**src/rtl/imem_loader_if.sv**
```systemverilog
// imem_loader_if
// Byte stream (valid/ready) into the loader plus the instruction RAM write
// port coming out of it.
//   s_valid, s_data, s_ready : byte stream, transfer when s_valid && s_ready
//   mem_we, mem_addr, mem_wdata : one-cycle word write strobe, address, data
// Modports: slave = loader side, master = stream source / RAM side.
interface imem_loader_if #(
    parameter int ADDR_W = 12
);
    logic              s_valid;
    logic [7:0]        s_data;
    logic              s_ready;
    logic              mem_we;
    logic [ADDR_W-1:0] mem_addr;
    logic [31:0]       mem_wdata;

    modport slave (
        input  s_valid,
        input  s_data,
        output s_ready,
        output mem_we,
        output mem_addr,
        output mem_wdata
    );

    modport master (
        output s_valid,
        output s_data,
        input  s_ready,
        input  mem_we,
        input  mem_addr,
        input  mem_wdata
    );
endinterface

```
**src/rtl/imem_loader.sv**
```systemverilog
// imem_loader
// Boot-time writer for the instruction RAM. Accepts a stream of
// LEN_LO, LEN_HI, N*4 little-endian data bytes and one checksum byte, writes
// each assembled word to consecutive addresses from 0, and releases the CPU
// from reset only after a load whose checksum matches.
//   clk, rst        : clock, synchronous active-high reset
//   start           : begin a load (honoured in IDLE, DONE, ERR)
//   bus             : stream input and RAM write port (imem_loader_if.slave)
//   cpu_rst_n       : CPU reset, high only in DONE
//   busy/done/err   : load in progress / last load good / last load bad
//
// state | meaning
// ------+------------------------------------------------
// IDLE  | after reset, waiting for start
// LEN0  | waiting for word count low byte
// LEN1  | waiting for word count high byte, range check
// DATA  | collecting data bytes, one RAM write per 4 bytes
// CSUM  | waiting for checksum byte
// DONE  | load good, CPU released
// ERR   | bad length or checksum, CPU held in reset
module imem_loader #(
    parameter int ADDR_W = 12,
    parameter int DEPTH  = 4096
) (
    input  logic           clk,
    input  logic           rst,
    input  logic           start,
    imem_loader_if.slave   bus,
    output logic           cpu_rst_n,
    output logic           busy,
    output logic           done,
    output logic           err
);
    typedef enum logic [2:0] {
        S_IDLE, S_LEN0, S_LEN1, S_DATA, S_CSUM, S_DONE, S_ERR
    } state_t;

    localparam logic [31:0] DEPTH_U = 32'(DEPTH);

    state_t            state_q, state_nxt;
    logic [15:0]       len_q, len_nxt;
    logic [ADDR_W-1:0] word_idx_q, word_idx_nxt;
    logic [1:0]        byte_idx_q, byte_idx_nxt;
    logic [7:0]        sum_q, sum_nxt;
    logic [23:0]       buf_q, buf_nxt;
    logic              we_nxt;
    logic [ADDR_W-1:0] addr_q, addr_nxt;
    logic [31:0]       wdata_q, wdata_nxt;
    logic              s_ready_q, we_q, cpu_rst_n_q, busy_q, done_q, err_q;
    logic              accept;
    logic [15:0]       len_full;

    assign accept   = bus.s_valid && s_ready_q;
    assign len_full = {bus.s_data, len_q[7:0]};

    always_comb begin
        state_nxt    = state_q;
        len_nxt      = len_q;
        word_idx_nxt = word_idx_q;
        byte_idx_nxt = byte_idx_q;
        sum_nxt      = sum_q;
        buf_nxt      = buf_q;
        we_nxt       = 1'b0;
        addr_nxt     = addr_q;
        wdata_nxt    = wdata_q;

        case (state_q)
            S_IDLE, S_DONE, S_ERR: begin
                if (start) begin
                    state_nxt    = S_LEN0;
                    word_idx_nxt = '0;
                    byte_idx_nxt = '0;
                    sum_nxt      = '0;
                end
            end
            S_LEN0: begin
                if (accept) begin
                    len_nxt   = {8'h00, bus.s_data};
                    state_nxt = S_LEN1;
                end
            end
            S_LEN1: begin
                if (accept) begin
                    len_nxt = len_full;
                    if (32'(len_full) > DEPTH_U)
                        state_nxt = S_ERR;
                    else if (len_full == 16'd0)
                        state_nxt = S_CSUM;
                    else
                        state_nxt = S_DATA;
                end
            end
            S_DATA: begin
                if (accept) begin
                    sum_nxt      = sum_q + bus.s_data;
                    byte_idx_nxt = byte_idx_q + 2'd1;
                    // Bytes shift in from the top so that after three bytes
                    // buf_q holds {b2,b1,b0} ready for the completing byte.
                    buf_nxt      = {bus.s_data, buf_q[23:8]};
                    if (byte_idx_q == 2'd3) begin
                        we_nxt    = 1'b1;
                        addr_nxt  = word_idx_q;
                        wdata_nxt = {bus.s_data, buf_q};
                        if (32'(word_idx_q) == 32'(len_q) - 32'd1)
                            state_nxt = S_CSUM;
                        else
                            word_idx_nxt = word_idx_q + 1'b1;
                    end
                end
            end
            S_CSUM: begin
                if (accept)
                    state_nxt = (bus.s_data == sum_q) ? S_DONE : S_ERR;
            end
            default: state_nxt = S_IDLE;
        endcase
    end

    // Status outputs are registered from the next state so they change in
    // the same cycle the state does.
    always_ff @(posedge clk) begin
        if (rst) begin
            state_q     <= S_IDLE;
            len_q       <= '0;
            word_idx_q  <= '0;
            byte_idx_q  <= '0;
            sum_q       <= '0;
            buf_q       <= '0;
            we_q        <= 1'b0;
            addr_q      <= '0;
            wdata_q     <= '0;
            s_ready_q   <= 1'b0;
            cpu_rst_n_q <= 1'b0;
            busy_q      <= 1'b0;
            done_q      <= 1'b0;
            err_q       <= 1'b0;
        end else begin
            state_q     <= state_nxt;
            len_q       <= len_nxt;
            word_idx_q  <= word_idx_nxt;
            byte_idx_q  <= byte_idx_nxt;
            sum_q       <= sum_nxt;
            buf_q       <= buf_nxt;
            we_q        <= we_nxt;
            addr_q      <= addr_nxt;
            wdata_q     <= wdata_nxt;
            s_ready_q   <= (state_nxt == S_LEN0) || (state_nxt == S_LEN1) ||
                           (state_nxt == S_DATA) || (state_nxt == S_CSUM);
            busy_q      <= (state_nxt == S_LEN0) || (state_nxt == S_LEN1) ||
                           (state_nxt == S_DATA) || (state_nxt == S_CSUM);
            cpu_rst_n_q <= (state_nxt == S_DONE);
            done_q      <= (state_nxt == S_DONE);
            err_q       <= (state_nxt == S_ERR);
        end
    end

    assign bus.s_ready   = s_ready_q;
    assign bus.mem_we    = we_q;
    assign bus.mem_addr  = addr_q;
    assign bus.mem_wdata = wdata_q;
    assign cpu_rst_n     = cpu_rst_n_q;
    assign busy          = busy_q;
    assign done          = done_q;
    assign err           = err_q;
endmodule

```
**src/flat_wrapper.sv**
```systemverilog
// flat-port wrapper written by rule: the top's interface ports become plain ports
module imem_loader_flat 
#(
    parameter int ADDR_W = 12,
    parameter int DEPTH  = 4096
)
  (clk, rst, start, cpu_rst_n, busy, done, err, bus_s_valid, bus_s_data, bus_s_ready, bus_mem_we, bus_mem_addr, bus_mem_wdata);
  imem_loader_if #(.ADDR_W(ADDR_W)) bus_i ();
  input  logic clk;
  input  logic rst;
  input  logic start;
  output logic cpu_rst_n;
  output logic busy;
  output logic done;
  output logic err;
  input wire logic [$bits(bus_i.s_valid)-1:0] bus_s_valid;
  input wire logic [$bits(bus_i.s_data)-1:0] bus_s_data;
  output wire logic [$bits(bus_i.s_ready)-1:0] bus_s_ready;
  output wire logic [$bits(bus_i.mem_we)-1:0] bus_mem_we;
  output wire logic [$bits(bus_i.mem_addr)-1:0] bus_mem_addr;
  output wire logic [$bits(bus_i.mem_wdata)-1:0] bus_mem_wdata;
  assign bus_i.s_valid = bus_s_valid;
  assign bus_i.s_data = bus_s_data;
  assign bus_s_ready = bus_i.s_ready;
  assign bus_mem_we = bus_i.mem_we;
  assign bus_mem_addr = bus_i.mem_addr;
  assign bus_mem_wdata = bus_i.mem_wdata;
  imem_loader #(.ADDR_W(ADDR_W), .DEPTH(DEPTH)) u_core (.clk(clk), .rst(rst), .start(start), .bus(bus_i), .cpu_rst_n(cpu_rst_n), .busy(busy), .done(done), .err(err));
endmodule
```
**config.mk**
```make
export PLATFORM = sky130hd
export DESIGN_NAME = imem_loader_flat
export DESIGN_NICKNAME = d
export VERILOG_FILES = /design/src/rtl/imem_loader_if.sv /design/src/rtl/imem_loader.sv /design/src/flat_wrapper.sv
export SDC_FILE = /design/constraint.sdc
export NUM_CORES = 1
export LEC_CHECK = 0
export BUFFER_PORTS_ARGS = -buffer_cell sky130_fd_sc_hd__buf_2
export CAP_MARGIN = 0
export CELL_PAD_IN_SITES_DETAIL_PLACEMENT = 0
export CELL_PAD_IN_SITES_GLOBAL_PLACEMENT = 1
export CORE_MARGIN = 5
export CORE_UTILIZATION = 43
export DETAILED_ROUTE_END_ITERATION = 16
export PLACE_DENSITY = 0.78
export SYNTH_ARGS = -nofsm -noshare
export SYNTH_HDL_FRONTEND = slang
export SYNTH_SLANG_ARGS = --single-unit
export TNS_END_PERCENT = 5
```
**constraint.sdc**
```tcl
create_clock -name clk -period 3.59 [get_ports clk]
set_input_delay 0.359 -clock clk [delete_from_list [all_inputs] [get_ports clk]]
set_output_delay 0.359 -clock clk [all_outputs]
set_load 0.02 [all_outputs]
```
==> summary.md, run 1 <==
| Metric | Value |
|---|---|
| Worst Setup Start Kind | `flip-flop` |
| Area grow syn2layout | `17.4%` |
| Pins Over Slew Limit | `0` |
| Gpl congestion | `0.915` |
| Hold_sp | `bus_s_data[6]` |
| Post-route ant nets | `0` |
| Finished Layout Cells | `~900` |
| R2r endpoint | `u_core.word_idx_q[10]$_SDFFE_PP0P_` |
| Fin. Hold Viols | `0` |
| Setup-failing EPs final | `0` |
| Largest net degree at the start of global routing | `a little under 80` |
| Clk_skew | `around 0.0041 ns` |
| Die X-Extent | `roughly 120 um` |
| Setup crit end kind | `flip-flop` |
| Post-synth EDFFs | `0` |
| Sequential share of the synthesized area | `about two fifths` |
| Top cells by area, synth | `dfxtp_1, nand2_1, a21oi_1, nand3_1, clkbuf_1` |
| WL final | `between 10000 and 15000 um` |
| H-tree depth | `4` |
| GRT Total Usage | `20.6%` |
| DRC | `0` |
| 1st-iter DRT viols | `about 320` |
| Initial core utilization | `43.5%` |
| First-pass GRT wire length | `about 25000 um` |
| Setup Fix Bufs, Post-CTS | `0` |
| PwrDens | `499 nW/um^2` |
| Worst-Margin Slew | `roughly 0.99 ns` |
| Reg2reg start | `u_core.len_q[0]$_SDFFE_PP0P_` |
| Min Tclk post-route | `around 3.1 ns` |
| Synth top area share | `around 41%` |
| Syn Nets | `between 700 and 800` |
| Io pins | `62` |
| Worst-Skew Late Latency | `0.41 ns` |
| IO Port Bufs | `61` |
| Area leader, netlist | `dfxtp_1` |
| Proportion of layout cells with a drive suffix above 1 | `14.6%` |
| Area of the mapped netlist | `roughly 5500 sq um` |
| Clock buffer count from CTS | `17` |
| Final Util | `around 51%` |
| Setup TNS | `0 ns` |
| DPL Wire Length | `about 10000 um` |
| Worst slew margin | `33.7%` |
| Site Rows | `41` |
| CP arrival | `3.40 ns` |
| Leak | `around 2.4 nW` |
| CP Class | `flip-flop to flip-flop` |
| Hold Buf Count CTS | `0` |
| CTS tree | `yes` |
| Max-Cap Viols | `0` |
| Worst-path clk slew | `~0.050 ns` |
| Vias in the first global route | `4861` |
| Fmax | `~0.32 GHz` |
| Worst r2r path cells | `8` |
| R2R Setup Slk | `roughly 0.48 ns` |
| Number of antenna diodes | `0` |
| Synth Flop Type | `dfxtp_1` |
| Psw | `0.747 mW` |
| Status | `finished clean` |
| Fraction of power consumed by the clock network | `a little over half` |
| Most common cell in the synthesized netlist | `nand2_1` |
| CP Max Fanout | `17` |
| DP Cell Count | `~890` |
| Vias per cell | `5.55` |
| Sink Count | `113` |
| Setup repair after global routing missed its margin | `false` |
| Cells after Synth | `706` |
| Grt total ovfl | `0` |
| Final net count | `around 760` |
| Core area | `around 13000 sq um` |
| WL/cell | `approximately 16 um` |
| Share of power burned in registers | `about two fifths` |
| Vias | `about 5000` |
| Gate power share | `around 7%` |
| Post-CTS Resized | `0` |
| CP required | `~3.9 ns` |
| Syn. warnings | `0` |
| FF+latch count, synth | `between 100 and 150` |
| Root buf cell | `clkbuf_16` |
| WHS Endpoint | `u_core.bus.mem_wdata[30]$_SDFFE_PP0P_` |
| Switching Fraction | `23.3%` |
| Synth unique cells | `58` |
| Int Pwr | `between 2 and 2.5 mW` |
| Commonest cells in the netlist | `nand2_1, dfxtp_1, a21oi_1, clkbuf_1, nand3_1` |
| Initial antenna violation count | `0` |
| Maximum VDD drop | `0.281 mV` |
| Syn avg cell area | `approximately 7.7 sq um` |
| DRT Pass-1 Iters | `5` |
| Max clock buf depth | `2` |
| Die height | `between 100 and 150 um` |
| Hold depth | `3` |
| Asr flop ratio synth | `0%` |
| Post-route clock period utilization | `86.5%` |
| Hold crit path type | `primary input to flip-flop` |
| Die area | `about 15000 sq um` |
stage by stage:
step                instance area [sq um]  hold WS [ns]  power, mW  setup slack [ns]
floorplan                            5470         0.432       1.47             0.957
global placement                     5820         0.440       1.53             0.661
detailed placement                   5820         0.443       1.53             0.541
CTS                                  6420         0.269       3.23             0.526
global route                         6420         0.279       3.32             0.218
finish                               6420         0.274       3.21             0.485
layout make-up:
type | instances | area (sq um)
clock buffers | 21 | 460
clock inverters | 10 | 135
fillers | 1274 | 6150
inverters | 8 | 30.0
multi-input cells | 534 | 2960
flip-flops and latches | 113 | 2260
well taps | 172 | 215
repair buffers | 67 | 353
sequential cells by signal (all words and copies together), names as in the netlist:
signal,flops
u_core.state_q,3
u_core.bus.mem_addr,12
u_core.sum_q,8
u_core.err,1
u_core.bus.s_ready,1
u_core.bus.mem_wdata,32
u_core.len_q,16
u_core.byte_idx_q,2
u_core.cpu_rst_n,1
u_core.buf_q,24
u_core.bus.mem_we,1
u_core.word_idx_q,12
cells in the final DEF (no fill, tap or decap), types with 4 or more instances in the layout:
cell        count
nand4_1        11
xnor2_1        17
and3_1          7
nor4_1         13
nand3b_1        4
clkbuf_16      17
nor2b_1         6
o31ai_1         4
clkinvlp_4      4
dfxtp_1       113
mux2i_1        11
inv_1           8
nand3_1        32
buf_4           7
nor2_1         23
and2_1          6
nand2_1       180
a21oi_1        96
buf_2          60
or3_1          13
nor3_1         10
a22oi_1        11
nand2b_1        8
ha_1           10
o21ai_0        13
a31oi_1         6
a21o_1          5
power by group through the flow:
stage          registers [mW]  clock network, mW  logic, mW
2_1_floorplan            1.30                  0      0.165
4_1_cts                  1.28               1.72      0.223
6_report                 1.28               1.70      0.226
3_5_place_dp             1.31                  0      0.223
5_1_grt                  1.28               1.79      0.247
3_3_place_gp             1.31                  0      0.220
layer usage:
layer	global-route usage, %	share of wire (%)	up-vias
li1	-	-	2539
met1	27.3	46	2415
met2	32.8	47	154
met3	4.88	5.3	26
met4	7.56	1.8	0
met5	0	0	-
how the worst max path moves through the flow:
stage	startpoint	endpoint	slack (ns)	cells past startpoint
after global placement	u_core.len_q[0]$_SDFFE_PP0P_	u_core.word_idx_q[6]$_SDFFE_PP0P_	0.66	9
after global routing	u_core.len_q[0]$_SDFFE_PP0P_	u_core.word_idx_q[5]$_SDFFE_PP0P_	0.22	8
after floorplan	u_core.len_q[0]$_SDFFE_PP0P_	u_core.bus.s_ready$_SDFF_PP0_	0.96	12
final	u_core.len_q[0]$_SDFFE_PP0P_	u_core.word_idx_q[10]$_SDFFE_PP0P_	0.48	8
after detailed placement	u_core.len_q[0]$_SDFFE_PP0P_	u_core.word_idx_q[5]$_SDFFE_PP0P_	0.54	8
after CTS	u_core.len_q[0]$_SDFFE_PP0P_	u_core.word_idx_q[10]$_SDFFE_PP0P_	0.53	8
logic make-up (layout without fill, tap and decap cells):
kind of cell / count (synthesis) / count (layout) / share of synthesized area [%]
xor gates and xnor gates: 20 / 20 / 3.20
adders and majority gates: 11 / 11 / 2.65
AOI/OAI and AO/OA: 159 / 159 / 17.1
muxes: 12 / 12 / 2.22
DFF: 113 / 113 / 41.4
buffers and inverters: 59 / 106 / 4.51
and+or+nand+nor: 332 / 332 / 29.0
critical path: stages (launching register included):
cell	delay, ns
dfxtp_1	0.48
inv_1	0.08
ha_1	0.42
a22o_1	0.30
a2111oi_0	0.47
nand4_1	0.13
and4b_1	0.70
o21ai_0	0.24
mux2i_1	0.15
(Power assumes the default switching activity.)
==> inputs of run 2 (changes only) <==
BUFFER_PORTS_ARGS = default   (was -buffer_cell sky130_fd_sc_hd__buf_2)
CORE_UTILIZATION = 47   (was 43)
DONT_BUFFER_PORTS = 1   (was default)
SLEW_MARGIN = 20   (was default)
clock period = 3.2 ns   (was 3.59 ns; I/O delays follow)
==> run 2 against run 1 <==
Clock power rose by 6%. Core utilization rose by 2.5 points. Worst hold slack got worse by 0.24 ns. Sequential power rose by 13%. Critical endpoint is now u_core.bus.s_ready$_SDFF_PP0_. Largest cell class unchanged. Largest power group unchanged.
==> summary.md, run 2 (synthesized netlist as in run 1, its figures left out) <==
| Metric | Value |
|---|---|
| IO Port Bufs | `0` |
| Sequential Area | `~2300 sq um` |
| H-tree depth | `4` |
| Commonest non-fill, non-tap cells in the layout | `nand2_1, dfxtp_1, a21oi_1` |
| Max-Cap Viols | `0` |
| CP Max Fanout | `17` |
| Fmax | `~0.37 GHz` |
| Grt total ovfl | `0` |
| CP arrival | `between 3 and 4 ns` |
| Setup-failing EPs final | `0` |
| Initial antenna violation count | `0` |
| Worst-path clk slew | `around 0.060 ns` |
| Die X-Extent | `118 um` |
| Max clock buf depth | `2` |
| GRT Total Usage | `a little over a fifth` |
| Io pins | `62` |
| Post-route ant nets | `0` |
| Maximum VDD drop | `approximately 0.36 mV` |
| Clk_skew | `~0.017 ns` |
| Max reg flops | `32` |
| Status | `finished clean` |
| Pins Over Slew Limit | `0` |
| Vias | `around 4900` |
| Die height | `118 um` |
| DPL Wire Length | `between 9000 and 10000 um` |
| Most common cell after layout, fill and taps aside | `nand2_1` |
| R2R Setup Slk | `between 0.4 and 0.5 ns` |
| Leak | `approximately 2.1 nW` |
| Sink Count | `about 110` |
| Hold crit path type | `primary input to flip-flop` |
| Fin. Hold Viols | `0` |
| Site Rows | `39` |
| Initial core utilization | `47.9%` |
| Number of antenna diodes | `0` |
| Post-route clock period utilization | `a little under nine tenths` |
| Proportion of layout cells with a drive suffix above 1 | `8.31%` |
| Die area | `13900 sq um` |
| Setup Fix Bufs, Post-CTS | `0` |
| FILL cells | `approximately 1100` |
| Worst Setup Start Kind | `flip-flop` |
| Root buf cell | `clkbuf_16` |
| WL/cell | `about 17 um` |
| CP Class | `flip-flop to flip-flop` |
| Final Hold Slack | `0.0325 ns` |
| Setup repair after global routing missed its margin | `false` |
| PwrDens | `568 nW/um^2` |
| Gpl congestion | `~0.9` |
| DRT Pass-1 Iters | `5` |
| 1st-iter DRT viols | `338` |
| Worst-Margin Slew | `approximately 0.8 ns` |
| WL final | `14400 um` |
| Multi-input gate area | `~3000 sq um` |
| Setup crit end kind | `flip-flop` |
| Min Tclk post-route | `~2.7 ns` |
| Area grow syn2layout | `11.8%` |
| Worst slew margin | `45.7%` |
| Setup TNS | `0 ns` |
| Clock buffer count from CTS | `17` |
| CTS tree | `yes` |
| Vias per cell | `5.82` |
| Core area | `approximately 11000 sq um` |
| Largest net degree at the start of global routing | `98` |
| Vias in the first global route | `~4500` |
| First-pass GRT wire length | `23800 um` |
| CP required | `between 3 and 4 ns` |
| Final net count | `around 710` |
| DRC | `0` |
| Worst-Skew Late Latency | `about 0.42 ns` |
run 2: per-layer routing:
| metal | global-route usage, % | routed length [um] |
|---|---|---|
| met1 | 28.6 | 6820 |
| met2 | 31.0 | 6350 |
| met3 | 7.40 | 1000 |
| met4 | 6.38 | 223 |
| met5 | 0 | 0 |
run 2: worst paths after layout:
kind | cells past startpoint | end | start
max reg2reg | 10 | u_core.bus.s_ready$_SDFF_PP0_ | u_core.len_q[0]$_SDFFE_PP0P_
max | 10 | u_core.bus.s_ready$_SDFF_PP0_ | u_core.len_q[0]$_SDFFE_PP0P_
min | 2 | u_core.bus.mem_wdata[28]$_SDFFE_PP0P_ | bus_s_data[4]
min reg2reg | 2 | u_core.bus.mem_wdata[3]$_SDFFE_PP0P_ | u_core.buf_q[3]$_SDFFE_PP0P_
run 2: layout make-up:
type,instances,share of cell area [%]
well taps,143,2.93
repair buffers,11,1.68
inverters,8,0.491
multi-input cells,534,48.5
flip-flops and latches,113,37.0
clock inverters,12,1.76
clock buffers,20,7.63
run 2: repair_timing:
item,CTS,global route
resized for setup,0,0
hold buffers,1,0
endpoints found under the hold margin,97,0
run 2: metrics by stage:
step | util [%] | total power [mW] | cells | cell area (sq um) | worst slack, ns
floorplan | - | 1.65 | 706 | 5470 | 0.567
global placement | 48.3 | 1.67 | 808 | 5510 | 0.566
detailed placement | 48.3 | 1.67 | 808 | 5510 | 0.490
CTS | 53.6 | 3.51 | 841 | 6110 | 0.466
global route | 53.6 | 3.61 | 841 | 6110 | 0.176
finish | 53.6 | 3.48 | 841 | 6110 | 0.465
run 2: report_power, final:
group          internal [mW]  leakage, nW  switching [mW]  total (mW)
registers               1.42        0.911          0.0280        1.45
logic                 0.0814        0.878           0.134       0.216
clock network           1.13        0.279           0.685        1.81
total                   2.63         2.07           0.847        3.48
run 2: worst max-delay path, stage by stage (launching register included):
cell and delay (ns):
dfxtp_1 0.48, inv_1 0.08, ha_1 0.39, o21bai_1 0.26
a41oi_1 0.23, a211oi_1 0.07, a311oi_1 0.29, and4b_1 0.24
buf_4 0.23, a211oi_1 0.11, a41o_1 0.22
==> inputs of run 3 (changes only) <==
clock period = 2.9 ns   (was 3.2 ns; I/O delays follow)
==> run 3 against run 2 <==
Power is 16% higher. Clock power increased by 20%. Fmax rose by 1.5%. Worst hold slack got worse by 0.026 ns. Critical path type unchanged.
==> summary.md, run 3 (synthesized netlist as in run 1, its figures left out) <==
| Metric | Value |
|---|---|
| GRT Total Usage | `between 20 and 25%` |
| Met1 Usage GRT | `between 30% and 40%` |
| Max clock buf depth | `2` |
| GRT busiest layer | `met2` |
| Post-route clock period utilization | `between 90% and 100%` |
| Worst path bufs/invs | `1` |
| Die X-Extent | `~120 um` |
| Hold crit path type | `primary input to flip-flop` |
| Gpl congestion | `around 0.9` |
| Vias in the first global route | `between 4000 and 5000` |
| Vias per cell | `slightly below 6` |
| Die height | `around 120 um` |
| CP required | `between 3 and 4 ns` |
| Max-Cap Viols | `0` |
| Leak | `2.16 nW` |
| Switching Fraction | `a little under a quarter` |
| Root buf cell | `clkbuf_16` |
| Number of antenna diodes | `0` |
| CP Max Fanout | `14` |
| Worst r2r path cells | `8` |
| DRT Pass-1 Iters | `5` |
| Hold_sp | `bus_s_data[5]` |
| Hold depth | `2` |
| Largest net degree at the start of global routing | `a little under 100` |
| CP Class | `flip-flop to flip-flop` |
| Clock buffer count from CTS | `17` |
| 1st-iter DRT viols | `approximately 530` |
| Grt total ovfl | `0` |
| Final Util | `a little under three fifths` |
| Design area | `between 6000 and 7000 sq um` |
| Final net count | `slightly above 700` |
| PwrDens | `approximately 640 nW/um^2` |
| Gate power share | `roughly 7.0%` |
| First-pass GRT wire length | `25000 um` |
| Status | `finished clean` |
| Setup Fix Bufs, Post-CTS | `0` |
| Met2 Track Usage GR | `about a third` |
| Reg2reg start | `u_core.len_q[2]$_SDFFE_PP0P_` |
| Worst Setup Start Kind | `flip-flop` |
| CTS tree | `yes` |
| H-tree depth | `4` |
| Setup crit end kind | `flip-flop` |
| Worst-Skew Late Latency | `0.42 ns` |
| Core area | `between 10000 and 15000 sq um` |
| Vias | `just over 5000` |
| Critical Path Source | `u_core.len_q[2]$_SDFFE_PP0P_` |
| Maximum VDD drop | `between 0.4 and 0.5 mV` |
| Final Hold Slack | `about 0.0065 ns` |
| Psw | `between 0.9 and 1 mW` |
| Share of power burned in registers | `39.1%` |
| Crit-path max cell delay | `approximately 0.57 ns` |
| Worst-path clk slew | `around 0.050 ns` |
| Placed inst area | `5590 sq um` |
| Family with the most delay on the worst path | `simple AND/OR/NAND/NOR gates` |
| Sink Count | `roughly 110` |
| Slowest CP cell | `nor4_1` |
| Most common cell after layout, fill and taps aside | `nand2_1` |
| Cell Chain, Critical Path | `nor4_1, a31oi_1, a311oi_1, a22oi_1, and4b_2, buf_4, or4b_1, o21ai_0` |
| Post-route ant nets | `0` |
| DRC | `0` |
| IO Port Bufs | `0` |
| Fmax | `roughly 0.37 GHz` |
| WL final | `between 15000 and 20000 um` |
| Worst slew margin | `a little over two fifths` |
| R2R Setup Slk | `0.21 ns` |
| Initial antenna violation count | `0` |
| Overall power | `4.04 mW` |
| Setup TNS | `0 ns` |
| FILL cells | `about 1100` |
| Setup-failing EPs final | `0` |
| Io pins | `between 60 and 70` |
| Commonest non-fill, non-tap cells in the layout | `nand2_1, dfxtp_1, a21oi_1` |
| GR Layer Usage met3 | `6.25%` |
| Worst path depth | `8` |
| Clk_skew | `roughly 0.02 ns` |
| Max reg flops | `32` |
| Int Pwr | `3.09 mW` |
| DPL Wire Length | `10300 um` |
| Area grow syn2layout | `15.0%` |
| WL/cell | `between 15 and 20 um` |
| Initial core utilization | `between 40% and 50%` |
| Fraction of power consumed by the clock network | `a little over half` |
| Proportion of layout cells with a drive suffix above 1 | `around a tenth` |
| Die area | `roughly 14000 sq um` |
| Site Rows | `39` |
| CP arrival | `just over 3 ns` |
| Worst-Margin Slew | `roughly 0.86 ns` |
| Pins Over Slew Limit | `0` |
| Fin. Hold Viols | `0` |
| Min Tclk post-route | `2.69 ns` |
## run 3: changes by cell type in the layout (fill, tap and decap cells not counted), sizes merged
cell         before  now
buf              11   21
clkinvlp          3    2
dlygate4sd3       0    5
bufinv            1    3
clkinv            6    5
## run 3: metrics by stage
stage / setup slack [ns] / instances
2_1_floorplan: 0.267 / 706
3_3_place_gp: 0.205 / 818
3_5_place_dp: 0.0727 / 818
4_1_cts: 0.0733 / 856
5_1_grt: -0.0158 / 856
6_report: 0.207 / 856
## run 3: repair_timing
action                                 CTS  global route
setup endpoints to repair                0            12
gates resized for setup                  0             3
endpoints found under the hold margin   97             0
hold buffers                             6             0
## run 3: layout make-up
type / count / area [sq um] / share of cell area [%]
clock inverters: 12 / 155 / 2.47
multi-input cells: 534 / 2970 / 47.2
inverters: 8 / 30.0 / 0.477
clock buffers: 20 / 467 / 7.42
well taps: 143 / 179 / 2.84
repair buffers: 26 / 228 / 3.62
flip-flops and latches: 113 / 2260 / 36.0
## run 3: routing by layer
layer  share of wire (%)  up-vias
li1                    -     2466
met1                  45     2373
met2                  44      180
met3                 7.7       29
met4                 2.7        0
met5                   0        -
## run 3: power by group through the flow
stage	Clock [mW]	Sequential (mW)	Combinational, mW
4_1_cts	2.21	1.58	0.278
2_1_floorplan	0	1.61	0.205
3_3_place_gp	0	1.61	0.244
6_report	2.18	1.58	0.282
5_1_grt	2.30	1.58	0.309
3_5_place_dp	0	1.62	0.245
## run 3: worst paths after layout
kind	to
setup reg to reg	u_core.word_idx_q[1]$_SDFFE_PP0P_
setup / recovery	u_core.word_idx_q[1]$_SDFFE_PP0P_
hold reg to reg	u_core.bus.mem_wdata[1]$_SDFFE_PP0P_
hold / removal	u_core.bus.mem_wdata[29]$_SDFFE_PP0P_
